<file path="config.mk">
export PLATFORM = sky130hd
export DESIGN_NAME = hazard_ctrl
export DESIGN_NICKNAME = d
export VERILOG_FILES = /design/src/rtl/hazard_ctrl.sv
export SDC_FILE = /design/constraint.sdc
export NUM_CORES = 1
export LEC_CHECK = 0
export ABC_AREA = 1
export BUFFER_PORTS_ARGS = -buffer_cell sky130_fd_sc_hd__clkbuf_2
export CORE_MARGIN = 3
export CORE_UTILIZATION = 59
export CTS_CLUSTER_DIAMETER = 60
export DETAILED_ROUTE_END_ITERATION = 6
export PLACE_DENSITY = 0.87
export SETUP_SLACK_MARGIN = 0.5
export SLEW_MARGIN = 25
export SYNTH_ARGS = -nofsm -noshare
export SYNTH_HDL_FRONTEND = slang
export SYNTH_SLANG_ARGS = --single-unit
</file>
<file path="constraint.sdc">
create_clock -name clk -period 2.76 [get_ports clk]
set_input_delay 0.276 -clock clk [delete_from_list [all_inputs] [get_ports clk]]
set_output_delay 0.276 -clock clk [all_outputs]
set_load 0.005 [all_outputs]
</file>
<file path="src/rtl/hazard_ctrl.sv">
// Pipeline hazard/stall controller: forwarding selects, load-use/branch stalls, memory-wait FSM with timeout watchdog.
// Latency: forwarding and stall/flush outputs are combinational (0 cycles); MemTimeout and StallCount update on the clock edge.
// Backpressure: a not-ready data memory stalls the whole pipeline until ready, or permanently after TIMEOUT not-ready cycles.
//
// Ports:
//   clk, rst_n                         clock, asynchronous active-low reset
//   RsD, RtD, BranchD                  ID source registers and branch-in-ID flag
//   RsE, RtE, WriteRegE                EX source/destination registers
//   RegWriteE, MemtoRegE               EX writes a register / EX is a load
//   WriteRegM, RegWriteM, MemtoRegM    MEM destination, register write, load flag
//   MemReqM, MemReadyM                 MEM data access request / completion
//   WriteRegW, RegWriteW               WB destination and register write
//   StallF/D/E/M                       hold PC, IF/ID, ID/EX, EX/MEM registers
//   FlushE, FlushW                     clear ID/EX and MEM/WB registers
//   ForwardAE/BE                       EX operand select (00 RF, 01 WB, 10 MEM)
//   ForwardAD/BD                       ID comparator operand from MEM ALU result
//   MemTimeout                         sticky fatal memory timeout
//   StallCount                         saturating count of StallF cycles
module hazard_ctrl #(
    parameter int TIMEOUT = 16,
    parameter int CNT_W   = 32
) (
    input  logic             clk,
    input  logic             rst_n,
    input  logic [4:0]       RsD,
    input  logic [4:0]       RtD,
    input  logic             BranchD,
    input  logic [4:0]       RsE,
    input  logic [4:0]       RtE,
    input  logic [4:0]       WriteRegE,
    input  logic             RegWriteE,
    input  logic             MemtoRegE,
    input  logic [4:0]       WriteRegM,
    input  logic             RegWriteM,
    input  logic             MemtoRegM,
    input  logic             MemReqM,
    input  logic             MemReadyM,
    input  logic [4:0]       WriteRegW,
    input  logic             RegWriteW,
    output logic             StallF,
    output logic             StallD,
    output logic             StallE,
    output logic             StallM,
    output logic             FlushE,
    output logic             FlushW,
    output logic [1:0]       ForwardAE,
    output logic [1:0]       ForwardBE,
    output logic             ForwardAD,
    output logic             ForwardBD,
    output logic             MemTimeout,
    output logic [CNT_W-1:0] StallCount
);

    typedef enum logic [1:0] {
        S_RUN   = 2'd0,
        S_WAIT  = 2'd1,
        S_ERROR = 2'd2
    } state_t;

    // wait_cnt holds the number of not-ready cycles already seen; the first one
    // is spent in RUN, so the limit check in WAIT is against TIMEOUT-1.
    localparam logic [7:0] WAIT_LAST = 8'(TIMEOUT - 1);

    state_t     state;
    state_t     state_nxt;
    logic [7:0] wait_cnt;
    logic [7:0] wait_cnt_nxt;
    logic       mem_stall;
    logic       lw_stall;
    logic       br_stall;

    // Register 0 is hard-wired zero and must never create a dependency.
    function automatic logic reg_hit(input logic [4:0] a, input logic [4:0] b);
        return (a != 5'd0) && (a == b);
    endfunction

    // EX operand forwarding: the younger result in MEM beats WB.
    function automatic logic [1:0] fwd_sel(input logic [4:0] src);
        if (RegWriteM && reg_hit(src, WriteRegM)) begin
            return 2'b10;
        end else if (RegWriteW && reg_hit(src, WriteRegW)) begin
            return 2'b01;
        end else begin
            return 2'b00;
        end
    endfunction

    always_comb begin
        ForwardAE = fwd_sel(RsE);
        ForwardBE = fwd_sel(RtE);
        ForwardAD = RegWriteM && reg_hit(RsD, WriteRegM);
        ForwardBD = RegWriteM && reg_hit(RtD, WriteRegM);
    end

    // A load in EX cannot forward its data in time to an ID consumer.
    assign lw_stall = MemtoRegE && (reg_hit(RtE, RsD) || reg_hit(RtE, RtD));

    // Branches resolve in ID, so an EX ALU result or a MEM load feeding the
    // comparator is not yet available. A MEM ALU result is forwarded instead.
    assign br_stall = BranchD &&
                      ((RegWriteE && (reg_hit(WriteRegE, RsD) || reg_hit(WriteRegE, RtD))) ||
                       (MemtoRegM && (reg_hit(WriteRegM, RsD) || reg_hit(WriteRegM, RtD))));

    always_ff @(posedge clk or negedge rst_n) begin
        if (!rst_n) begin
            state    <= S_RUN;
            wait_cnt <= 8'd0;
        end else begin
            state    <= state_nxt;
            wait_cnt <= wait_cnt_nxt;
        end
    end

    // Memory-wait FSM. mem_stall drops in the ready cycle of WAIT so the
    // access retires on that edge; ERROR holds the pipeline until reset.
    always_comb begin
        state_nxt    = state;
        wait_cnt_nxt = wait_cnt;
        mem_stall    = 1'b0;
        case (state)
            S_RUN: begin
                if (MemReqM && !MemReadyM) begin
                    mem_stall    = 1'b1;
                    state_nxt    = S_WAIT;
                    wait_cnt_nxt = 8'd1;
                end
            end
            S_WAIT: begin
                if (MemReadyM) begin
                    state_nxt    = S_RUN;
                    wait_cnt_nxt = 8'd0;
                end else begin
                    mem_stall = 1'b1;
                    if (wait_cnt == WAIT_LAST) begin
                        state_nxt = S_ERROR;
                    end else begin
                        wait_cnt_nxt = wait_cnt + 8'd1;
                    end
                end
            end
            S_ERROR: begin
                mem_stall = 1'b1;
            end
            default: begin
                state_nxt    = S_RUN;
                wait_cnt_nxt = 8'd0;
            end
        endcase
    end

    // A memory stall freezes every stage and bubbles WB; it takes precedence
    // over the ID hazards, which only bubble EX.
    always_comb begin
        StallF = 1'b0;
        StallD = 1'b0;
        StallE = 1'b0;
        StallM = 1'b0;
        FlushE = 1'b0;
        FlushW = 1'b0;
        if (mem_stall) begin
            StallF = 1'b1;
            StallD = 1'b1;
            StallE = 1'b1;
            StallM = 1'b1;
            FlushW = 1'b1;
        end else if (lw_stall || br_stall) begin
            StallF = 1'b1;
            StallD = 1'b1;
            FlushE = 1'b1;
        end
    end

    assign MemTimeout = (state == S_ERROR);

    always_ff @(posedge clk or negedge rst_n) begin
        if (!rst_n) begin
            StallCount <= '0;
        end else if (StallF && (StallCount != {CNT_W{1'b1}})) begin
            StallCount <= StallCount + CNT_W'(1);
        end
    end

endmodule
</file>
==> flow_summary.ini, run 1 <==
[outcome]
status = complete, no violations

[timing]
drv_slew = 0
finalClockSkew_ns = 0.0117
rsz0062_at_grt = false
hold_viol = 0
period_share = 0.726
tns_ns = 0
setup_violations = 0
period_needed_ns = 2.00
relSlewSlack = 0.383
fmax_mhz = 499
setup_slack_ns = 0.756
worstMarginPinSlew_ns = 0.926

[grt]
grt-ovfl-total = 0
grt_pass1_vias = 3746
grt_max_degree = 43
antenna_found_initial = 0
grt_first_pass_wirelength_mm = 16.8
grt_usage = 0.276

[critical_path]
r2r-end = StallCount[24]$_DFFE_PN0P_
crit_path_end_kind = output pin
cp-start-kind = primary input
rr_worst_depth = 8
worst-r2r-setup-slack_ns = 0.83
required_ns = 2.48
cp.arrival_ns = 1.73
worst-setup-path-type = in2out
r2r_start = StallCount[0]$_DFFE_PN0P_
path_max_fanout = 32

[placement]
dp_cells = 716
port_buffers = 89
dp_hpwl_mm = 7.74
dp_slack_ns = 0.640
gp_congestion = 0.973

[synthesis]
synth.distinct_cells = 35
syn_inst = 565
synth_area_um2 = 3770
synth_top_area_frac = 0.279
yosysWarnings = 0
ys_ff_latch = 42
synth_fp_nets = 612
yosysSeqAreaShare = 0.279
synth_area_per_cell_um2 = 6.67
yosysTopAreaCell = dfrtp_1
netlist_top_cells_area = dfrtp_1 (28%), nand2_1 (20%), xor2_1 (7.0%)

[die]
core_region_area_um2 = 6060
die_y_um = 85.9
fp.dieArea_um2 = 7380
pin_count = 90
die_x_um = 85.9
rows = 28
initial_core_util = 0.622

[run]
drv_cap = 0

[cts]
clkSinkCount = 42
hold_buffers = 0
root_buffer = clkbuf_8
numCtsBuffers = 5
cts_tree = built
h-tree-depth = 2
clk_path_buf_depth = 2
cts_setup_buffers = 0
clock_latency_ns = 0.30
clk_pin_slew_ns = 0.08
cts_resized = 0

[power]
p_leak_nw = 2.32
ir_worst_vdd_mv = 0.306
power_density_nw_per_um2 = 493

[worst_hold_path]
hp-class = in2async

[layout]
layout_common_cells = nand2_1 (205), clkbuf_2 (88), inv_1 (66)
seqCellArea_um2 = 1050
n_fill_cell = 503
multiInputGateArea_um2 = 2270
syn2layout_area_growth_pct = 14.3
drive_gt1_frac = 0.223
final_common_cell = nand2_1
layout.nets = 695
fin_cells = 724
num_antenna_cells = 0

[detailed_routing]
drc_errors = 0
wl_per_cell_um = 13.7
drt.antenna.violating_nets = 0
via_per_inst = 5.36
dr.pass1.iters = 5
drt-total-wl_mm = 9.90
drtIter0Drc = 198
vias = 3884
cell families after synthesis:
logic type                 share of synthesized area
AOI/OAI and AO/OA                             0.0412
and+or+nand+nor                                0.448
buffers and inverters                          0.119
adders and majority gates                    0.00664
xor gates and xnor gates                       0.107
DFF                                            0.279
where the power goes:
| part | switching, mW | total [mW] | internal [mW] |
|---|---|---|---|
| logic | 0.502 | 0.766 | 0.264 |
| registers | 0.0849 | 0.766 | 0.681 |
| clock network | 0.229 | 0.592 | 0.363 |
metrics by stage:
step,utilization,power (mW),instance area [um^2],hold slack [ns]
finish,0.711,2.12,4310,0.104
detailed placement,0.688,1.54,4170,0.491
global route,0.711,2.26,4310,0.176
floorplan,-,1.42,3770,-0.0196
CTS,0.711,2.13,4310,0.172
global placement,0.688,1.51,4170,0.478
synthesized netlist by cell type:
cell type / number
o2111ai_1: 3
a21oi_1: 5
nand3_2: 22
nand3b_1: 3
o22ai_1: 4
xor2_1: 30
nor3_2: 6
xnor2_1: 16
o21ai_1: 1
nor2_4: 1
buf_2: 3
buf_6: 3
o32ai_1: 1
buf_12: 3
nand2_2: 2
o21ai_0: 7
nor4_1: 8
nor3_1: 16
nor2_1: 44
nand4_1: 8
ha_1: 2
nor2_2: 1
dfrtp_1: 42
inv_2: 10
nand2_4: 1
a211oi_1: 1
inv_1: 66
or2_2: 1
buf_4: 7
nand3_1: 35
nor3b_1: 4
o211ai_1: 1
nand2_1: 205
nand3_4: 1
o31ai_1: 2
final cells by class:
| type | instances | area share |
|---|---|---|
| clock buffers | 5 | 0.0160 |
| inverters | 76 | 0.0662 |
| repair buffers | 92 | 0.109 |
| clock inverters | 3 | 0.0160 |
| flip-flops and latches | 42 | 0.244 |
| multi-input cells | 431 | 0.527 |
| well taps | 75 | 0.0218 |
worst max-delay path by stage:
stage / slack [ns] / endpoint / startpoint
after detailed placement: 0.64 / StallCount[27]$_DFFE_PN0P_ / WriteRegM[2]
after floorplan: 1.14 / StallF / RtE[2]
after CTS: 0.76 / StallF / state[0]$_DFFE_PN0P_
after global routing: 0.61 / StallF / RtE[2]
after global placement: 0.68 / StallCount[2]$_DFFE_PN0P_ / WriteRegM[2]
final: 0.76 / StallD / RtE[2]
registers in the layout (all words and copies together) (netlist names):
register / flops
state: 2
StallCount: 32
wait_cnt: 8
worst max-delay path, stage by stage:
cell,delay [ns]
clkbuf_2,0.16
nor3_1,0.21
nand3_1,0.15
nand2_1,0.10
inv_1,0.05
nand2_1,0.14
nand3_4,0.39
clkbuf_2,0.25
layer usage:
| layer | up-vias | track usage | part of all wire |
|---|---|---|---|
| li1 | 1941 | - | - |
| met1 | 1769 | 0.343 | 0.43 |
| met2 | 156 | 0.491 | 0.49 |
| met3 | 18 | 0.0355 | 0.061 |
| met4 | 0 | 0.0906 | 0.020 |
| met5 | - | 0 | 0 |
Power figures use the tool's default switching activity.
==> run 2: changes to the inputs <==
--- a/config.mk
+++ b/config.mk
@@ -8,10 +8,10 @@
 export ABC_AREA = 1
 export BUFFER_PORTS_ARGS = -buffer_cell sky130_fd_sc_hd__clkbuf_2
 export CORE_MARGIN = 3
-export CORE_UTILIZATION = 59
+export CORE_UTILIZATION = 55
 export CTS_CLUSTER_DIAMETER = 60
 export DETAILED_ROUTE_END_ITERATION = 6
-export PLACE_DENSITY = 0.87
+export PLACE_DENSITY = 0.82
 export SETUP_SLACK_MARGIN = 0.5
 export SLEW_MARGIN = 25
 export SYNTH_ARGS = -nofsm -noshare
==> constraint.sdc (replaced) <==
create_clock -name clk -period 1.96 [get_ports clk]
set_input_delay 0.196 -clock clk [delete_from_list [all_inputs] [get_ports clk]]
set_output_delay 0.196 -clock clk [all_outputs]
set_load 0.005 [all_outputs]
==> run 2 against run 1 <==
Against the previous run:
- clock power is 2% higher
- final cell count up 9.4%
- flip-flop and latch count did not move
- worst setup slack worse by 0.66 ns
- non-clock buffer count increased by 64
- die area increased by 6.8%
- register-to-register slack worse by 0.73 ns
- combinational power up 150%
- sequential power rose by 42%
- critical endpoint is now StallCount[31]$_DFFE_PN0P_
==> flow_summary.ini, run 2 (synthesized netlist as in run 1, its figures left out) <==
[timing]
hold_viol = 0
worst_hold_slack_ns = 0.152
drv_slew = 0
worstMarginPinSlew_ns = 0.581
finalClockSkew_ns = 0.0155
setup_violations = 0
period_share = 0.951
relSlewSlack = 0.613
setup_slack_ns = 0.0959
fmax_mhz = 536
period_needed_ns = 1.86
rsz0062_at_grt = true
tns_ns = 0

[placement]
dpl_cell_area_um2 = 4290
dp_cells = 728
port_buffers = 89
gp_congestion = 0.954
dp_slack_ns = 0.129
dp_hpwl_mm = 7.99

[run]
drv_cap = 0

[detailed_routing]
dr.pass1.iters = 6
drtIter0Drc = 406
via_per_inst = 5.77
drt-total-wl_mm = 13.3
drt.antenna.violating_nets = 0
wl_per_cell_um = 16.7
vias = 4566
drc_errors = 0

[die]
rows = 29
die_x_um = 88.8
pin_count = 90
core_region_area_um2 = 6490
initial_core_util = 0.580
fp.dieArea_um2 = 7880
die_y_um = 88.8

[cts]
h-tree-depth = 2
cts_tree = built
clk_pin_slew_ns = 0.10
root_buffer = clkbuf_8
clkSinkCount = 42
clock_latency_ns = 0.31
numCtsBuffers = 5
clk_path_buf_depth = 2

[grt]
grt_pass1_vias = 4277
grt_usage = 0.309
grt_first_pass_wirelength_mm = 19.4
antenna_found_initial = 0
grt-ovfl-total = 0
grt_max_degree = 24

[power]
power_density_nw_per_um2 = 689
p_sw_frac = 0.436
fin_total_pwr_mw = 3.60
clkPwrFrac = 0.168
power_frac_comb = 0.530
switching_power_mw = 1.57
p_leak_nw = 2.72
p_int_mw = 2.03
ir_worst_vdd_mv = 0.531
seq_power_share = 0.302

[layout]
final_common_cell = nand2_1
n_fill_cell = 409
layout.nets = 761
reg_top3 = StallCount: 32 flops, wait_cnt: 8 flops, state: 2 flops
largest-register = StallCount
fin_cells = 792
final_area_um2 = 5230
layout_common_cells = nand2_1 (183), clkbuf_2 (83), inv_1 (55)
num_antenna_cells = 0
drive_gt1_frac = 0.408
largest_register_ffs = 32
final_util = 0.805
syn2layout_area_growth_pct = 38.8

[critical_path]
cp_common_cell = nand2_1
cp.arrival_ns = 2.07
cp-start-kind = register
path_max_fanout = 5
r2r_start = StallCount[13]$_DFFE_PN0P_
critical-path-max-stage-delay_ns = 0.38
required_ns = 2.17
r2r-end = StallCount[31]$_DFFE_PN0P_
crit_slowest_cell = dfrtp_1
rr_worst_depth = 10
cp_cell_sequence = buf_4, nand2_1, nor2_1, nand2_1, nor3_2, nand3b_1, nor2_2, nand2_1, nand2_1, nand2_1
worst-r2r-setup-slack_ns = 0.1
crit_path_end_kind = register
worst-setup-path-type = reg2reg

[worst_hold_path]
hp-class = in2reg
min_from = MemReadyM
hold_end = wait_cnt[7]$_DFFE_PN0P_
min_delay_path_depth = 2

[outcome]
status = complete, no violations
-- run 2: area by class of cell --
class                      count  area (um^2)  share of cell area
inverter                      76          293              0.0560
tap                           77         96.3              0.0184
clock inverter                 3         23.8             0.00454
sequential                    42         1060               0.203
timing repair buffer         156         1050               0.200
multi-input combinational    433         2640               0.504
clock buffer                   5         68.8              0.0132
-- run 2: power groups by stage --
stage | Combinational [mW] | Clock [mW] | Sequential (mW)
final | 1.91 | 0.605 | 1.09
after global routing | 2.07 | 0.651 | 1.09
after CTS | 1.47 | 0.596 | 1.07
after detailed placement | 1.13 | 0 | 1.12
after global placement | 1.10 | 0 | 1.11
after floorplan | 0.952 | 0 | 1.09
-- run 2: how the worst max path moves through the flow --
stage	start	to	slack [ns]	cells after the start
after global routing	StallCount[6]$_DFFE_PN0P_	StallCount[28]$_DFFE_PN0P_	0.01	10
after floorplan	StallCount[14]$_DFFE_PN0P_	StallCount[22]$_DFFE_PN0P_	0.39	9
after detailed placement	StallCount[5]$_DFFE_PN0P_	StallCount[31]$_DFFE_PN0P_	0.13	11
after global placement	WriteRegM[4]	StallCount[15]$_DFFE_PN0P_	0.20	15
after CTS	StallCount[6]$_DFFE_PN0P_	StallCount[31]$_DFFE_PN0P_	0.32	11
final	StallCount[13]$_DFFE_PN0P_	StallCount[31]$_DFFE_PN0P_	0.1	10
-- run 2: critical path: cells and delay by family, from the launching register on --
kind          cells  cell delay, ns
buf+inv           1            0.16
simple gates      9            1.23
flops             1            0.38
-- run 2: layer usage --
| layer | up-vias | track usage | wire length (um) |
|---|---|---|---|
| met5 | - | 0 | 0 |
| met4 | 0 | 0.137 | 535 |
| met3 | 74 | 0.0447 | 1230 |
| met2 | 304 | 0.544 | 6590 |
| met1 | 2106 | 0.369 | 4900 |
| li1 | 2082 | - | - |
-- run 2: timing repair --
item                       CTS  global route
hold endpoints to repair    19             0
pin swaps                   12            35
gates resized for setup     36            88
setup buffers               37            16
setup endpoints to repair   45            51
hold buffers                 1             0
gates cloned                 1             1
==> run 3: changes to the inputs <==
--- a/config.mk
+++ b/config.mk
@@ -11,7 +11,9 @@
 export CORE_UTILIZATION = 55
 export CTS_CLUSTER_DIAMETER = 60
 export DETAILED_ROUTE_END_ITERATION = 6
-export PLACE_DENSITY = 0.82
+export GPL_TIMING_DRIVEN = 0
+export HOLD_SLACK_MARGIN = 0.02
+export PLACE_DENSITY = 0.86
 export SETUP_SLACK_MARGIN = 0.5
 export SLEW_MARGIN = 25
 export SYNTH_ARGS = -nofsm -noshare
==> run 3 against run 2 <==
Against the previous run:
- sequential power about the same
- critical path depth unchanged
- worst setup slack got worse by 0.17 ns
- final cell count increased by 3.5%
- maximum frequency decreased by 8.4%
- first-iteration DRC count increased by 79%
- the run now ends with DRC, setup timing left
- highest routed layer unchanged
- total power increased by 27%
- largest cell class unchanged
==> flow_summary.ini, run 3 (synthesized netlist as in run 1, its figures left out) <==
[cts]
cts_tree = built
clk_pin_slew_ns = 0.10
clock_latency_ns = 0.33
h-tree-depth = 2
clk_path_buf_depth = 2
root_buffer = clkbuf_8
numCtsBuffers = 5
clkSinkCount = 42

[power]
fin_total_pwr_mw = 4.57
p_leak_nw = 2.97
power_density_nw_per_um2 = 803
clkPwrFrac = 0.134
power_frac_comb = 0.625
p_int_mw = 2.59
ir_worst_vdd_mv = 0.647
seq_power_share = 0.242
p_sw_frac = 0.433
switching_power_mw = 1.98

[timing]
setup_violations = 18
rsz0062_at_grt = true
finalClockSkew_ns = 0.0194
period_share = 1.04
drv_slew = 0
relSlewSlack = 0.622
setup_slack_ns = -0.0748
period_needed_ns = 2.03
hold_viol = 0
fmax_mhz = 491
worstMarginPinSlew_ns = 0.566

[detailed_routing]
via_per_inst = 6.42
drt-total-wl_mm = 17.1
wl_per_cell_um = 20.9
wl_met2_mm = 7.59
dr.pass1.iters = 7
highest_layer = met4
routed-wl-met3_mm = 2.27
drtIter0Drc = 725
drt.antenna.violating_nets = 0
wl_met1_mm = 5.43
drc_errors = 2
vias = 5266

[die]
rows = 29
die_x_um = 88.8
fp.dieArea_um2 = 7880
initial_core_util = 0.580
core_region_area_um2 = 6490
die_y_um = 88.8
pin_count = 90

[grt]
grt_pass1_vias = 4450
grt_max_degree = 43
grt-ovfl-total = 0
antenna_found_initial = 0
grt_usage = 0.326
grt_first_pass_wirelength_mm = 20.3

[critical_path]
rr_worst_depth = 10
required_ns = 2.20
path_max_fanout = 6
worst-setup-path-type = reg2reg
cp.arrival_ns = 2.28
cp-start-kind = register
crit_path_end_kind = register

[layout]
syn2layout_area_growth_pct = 51.2
largest-register = StallCount
n_fill_cell = 298
num_antenna_cells = 0
layout.nets = 789
final_common_cell = nand2_1
layout_common_cells = nand2_1 (154), clkbuf_2 (80), buf_4 (65)
largest_register_ffs = 32
fin_cells = 820
reg_top3 = StallCount: 32 flops, wait_cnt: 8 flops, state: 2 flops
drive_gt1_frac = 0.478
final_util = 0.877

[outcome]
status = finished with violations
violations = DRC, setup timing

[placement]
dp_hpwl_mm = 7.92
port_buffers = 85
gp_congestion = 0.967
dp_slack_ns = 0.171
dp_cells = 727

[worst_hold_path]
min_delay_path_depth = 2
hp-class = in2reg

[run]
drv_cap = 0
[run 3: changes by cell type in the layout (fill, tap and decap cells not counted), moves of 3 or more]
cell and delta:
dfrtp_1 -8, clkbuf_2 -3, buf_4 +12, nand2_1 -29
buf_2 +3, buf_6 +13, dfrtp_2 +8, nand2_4 +7
nand2_2 +20
[run 3: power groups by stage]
stage	logic (mW)	registers, mW	clock network, mW
final	2.86	1.11	0.611
after global routing	2.98	1.11	0.646
after CTS	1.96	1.06	0.598
after detailed placement	1.33	1.11	0
after global placement	1.29	1.11	0
after floorplan	0.952	1.09	0
[run 3: repair_timing]
action                     4_1_cts  5_1_grt
hold buffers                     0        1
cloned                           3        1
setup endpoints to repair       45       50
pin swaps                       23       50
hold endpoints to repair         0       42
buffers inserted                49       31
resized for setup               75      108
[run 3: final timing paths]
check                                           startpoint  slack [ns]                         end
worst max-delay path            StallCount[26]$_DFFE_PN0P_       -0.07  StallCount[28]$_DFFE_PN0P_
worst min-delay path                             MemReadyM        0.14     wait_cnt[7]$_DFFE_PN0P_
worst max register to register  StallCount[26]$_DFFE_PN0P_       -0.07  StallCount[28]$_DFFE_PN0P_
worst min register to register   StallCount[7]$_DFFE_PN0P_        0.56   StallCount[7]$_DFFE_PN0P_
max in group asynchronous                            rst_n        1.10   StallCount[1]$_DFFE_PN0P_
min in group asynchronous                            rst_n        0.43   StallCount[9]$_DFFE_PN0P_
[run 3: critical path, stage by stage, from the launching register on]
cell       delay, ns
dfrtp_1         0.52
nand2_1         0.11
inv_1           0.13
nand2_1         0.11
nor2_1          0.26
nand3_2         0.19
buf_6           0.17
nand2_8         0.13
clkbuf_16       0.17
nand2_1         0.06
nand2_1         0.10
[run 3: metrics by stage]
step	hold WS, ns	cell area (um^2)	TNS [ns]
floorplan	-0.0996	3810	0
global placement	0.415	4330	0
detailed placement	0.425	4330	0
CTS	0.0864	5070	0
global route	0.139	5700	-1.45
finish	0.137	5700	-0.262
[run 3: routing by layer]
metal / vias to the layer above / GRT usage
met5: - / 0
met4: 0 / 0.192
met3: 227 / 0.0596
met2: 582 / 0.572
met1: 2318 / 0.366
li1: 2139 / -
[run 3: final cells by class]
cell class | instances | area (um^2) | area share
tap | 77 | 96.3 | 0.0169
sequential | 42 | 1070 | 0.188
buffer | 16 | 215 | 0.0378
timing repair buffer | 169 | 1180 | 0.206
inverter | 76 | 303 | 0.0531
clock inverter | 3 | 23.8 | 0.00417
multi-input combinational | 431 | 2740 | 0.480
timing repair inverter | 1 | 7.51 | 0.00132
clock buffer | 5 | 68.8 | 0.0121
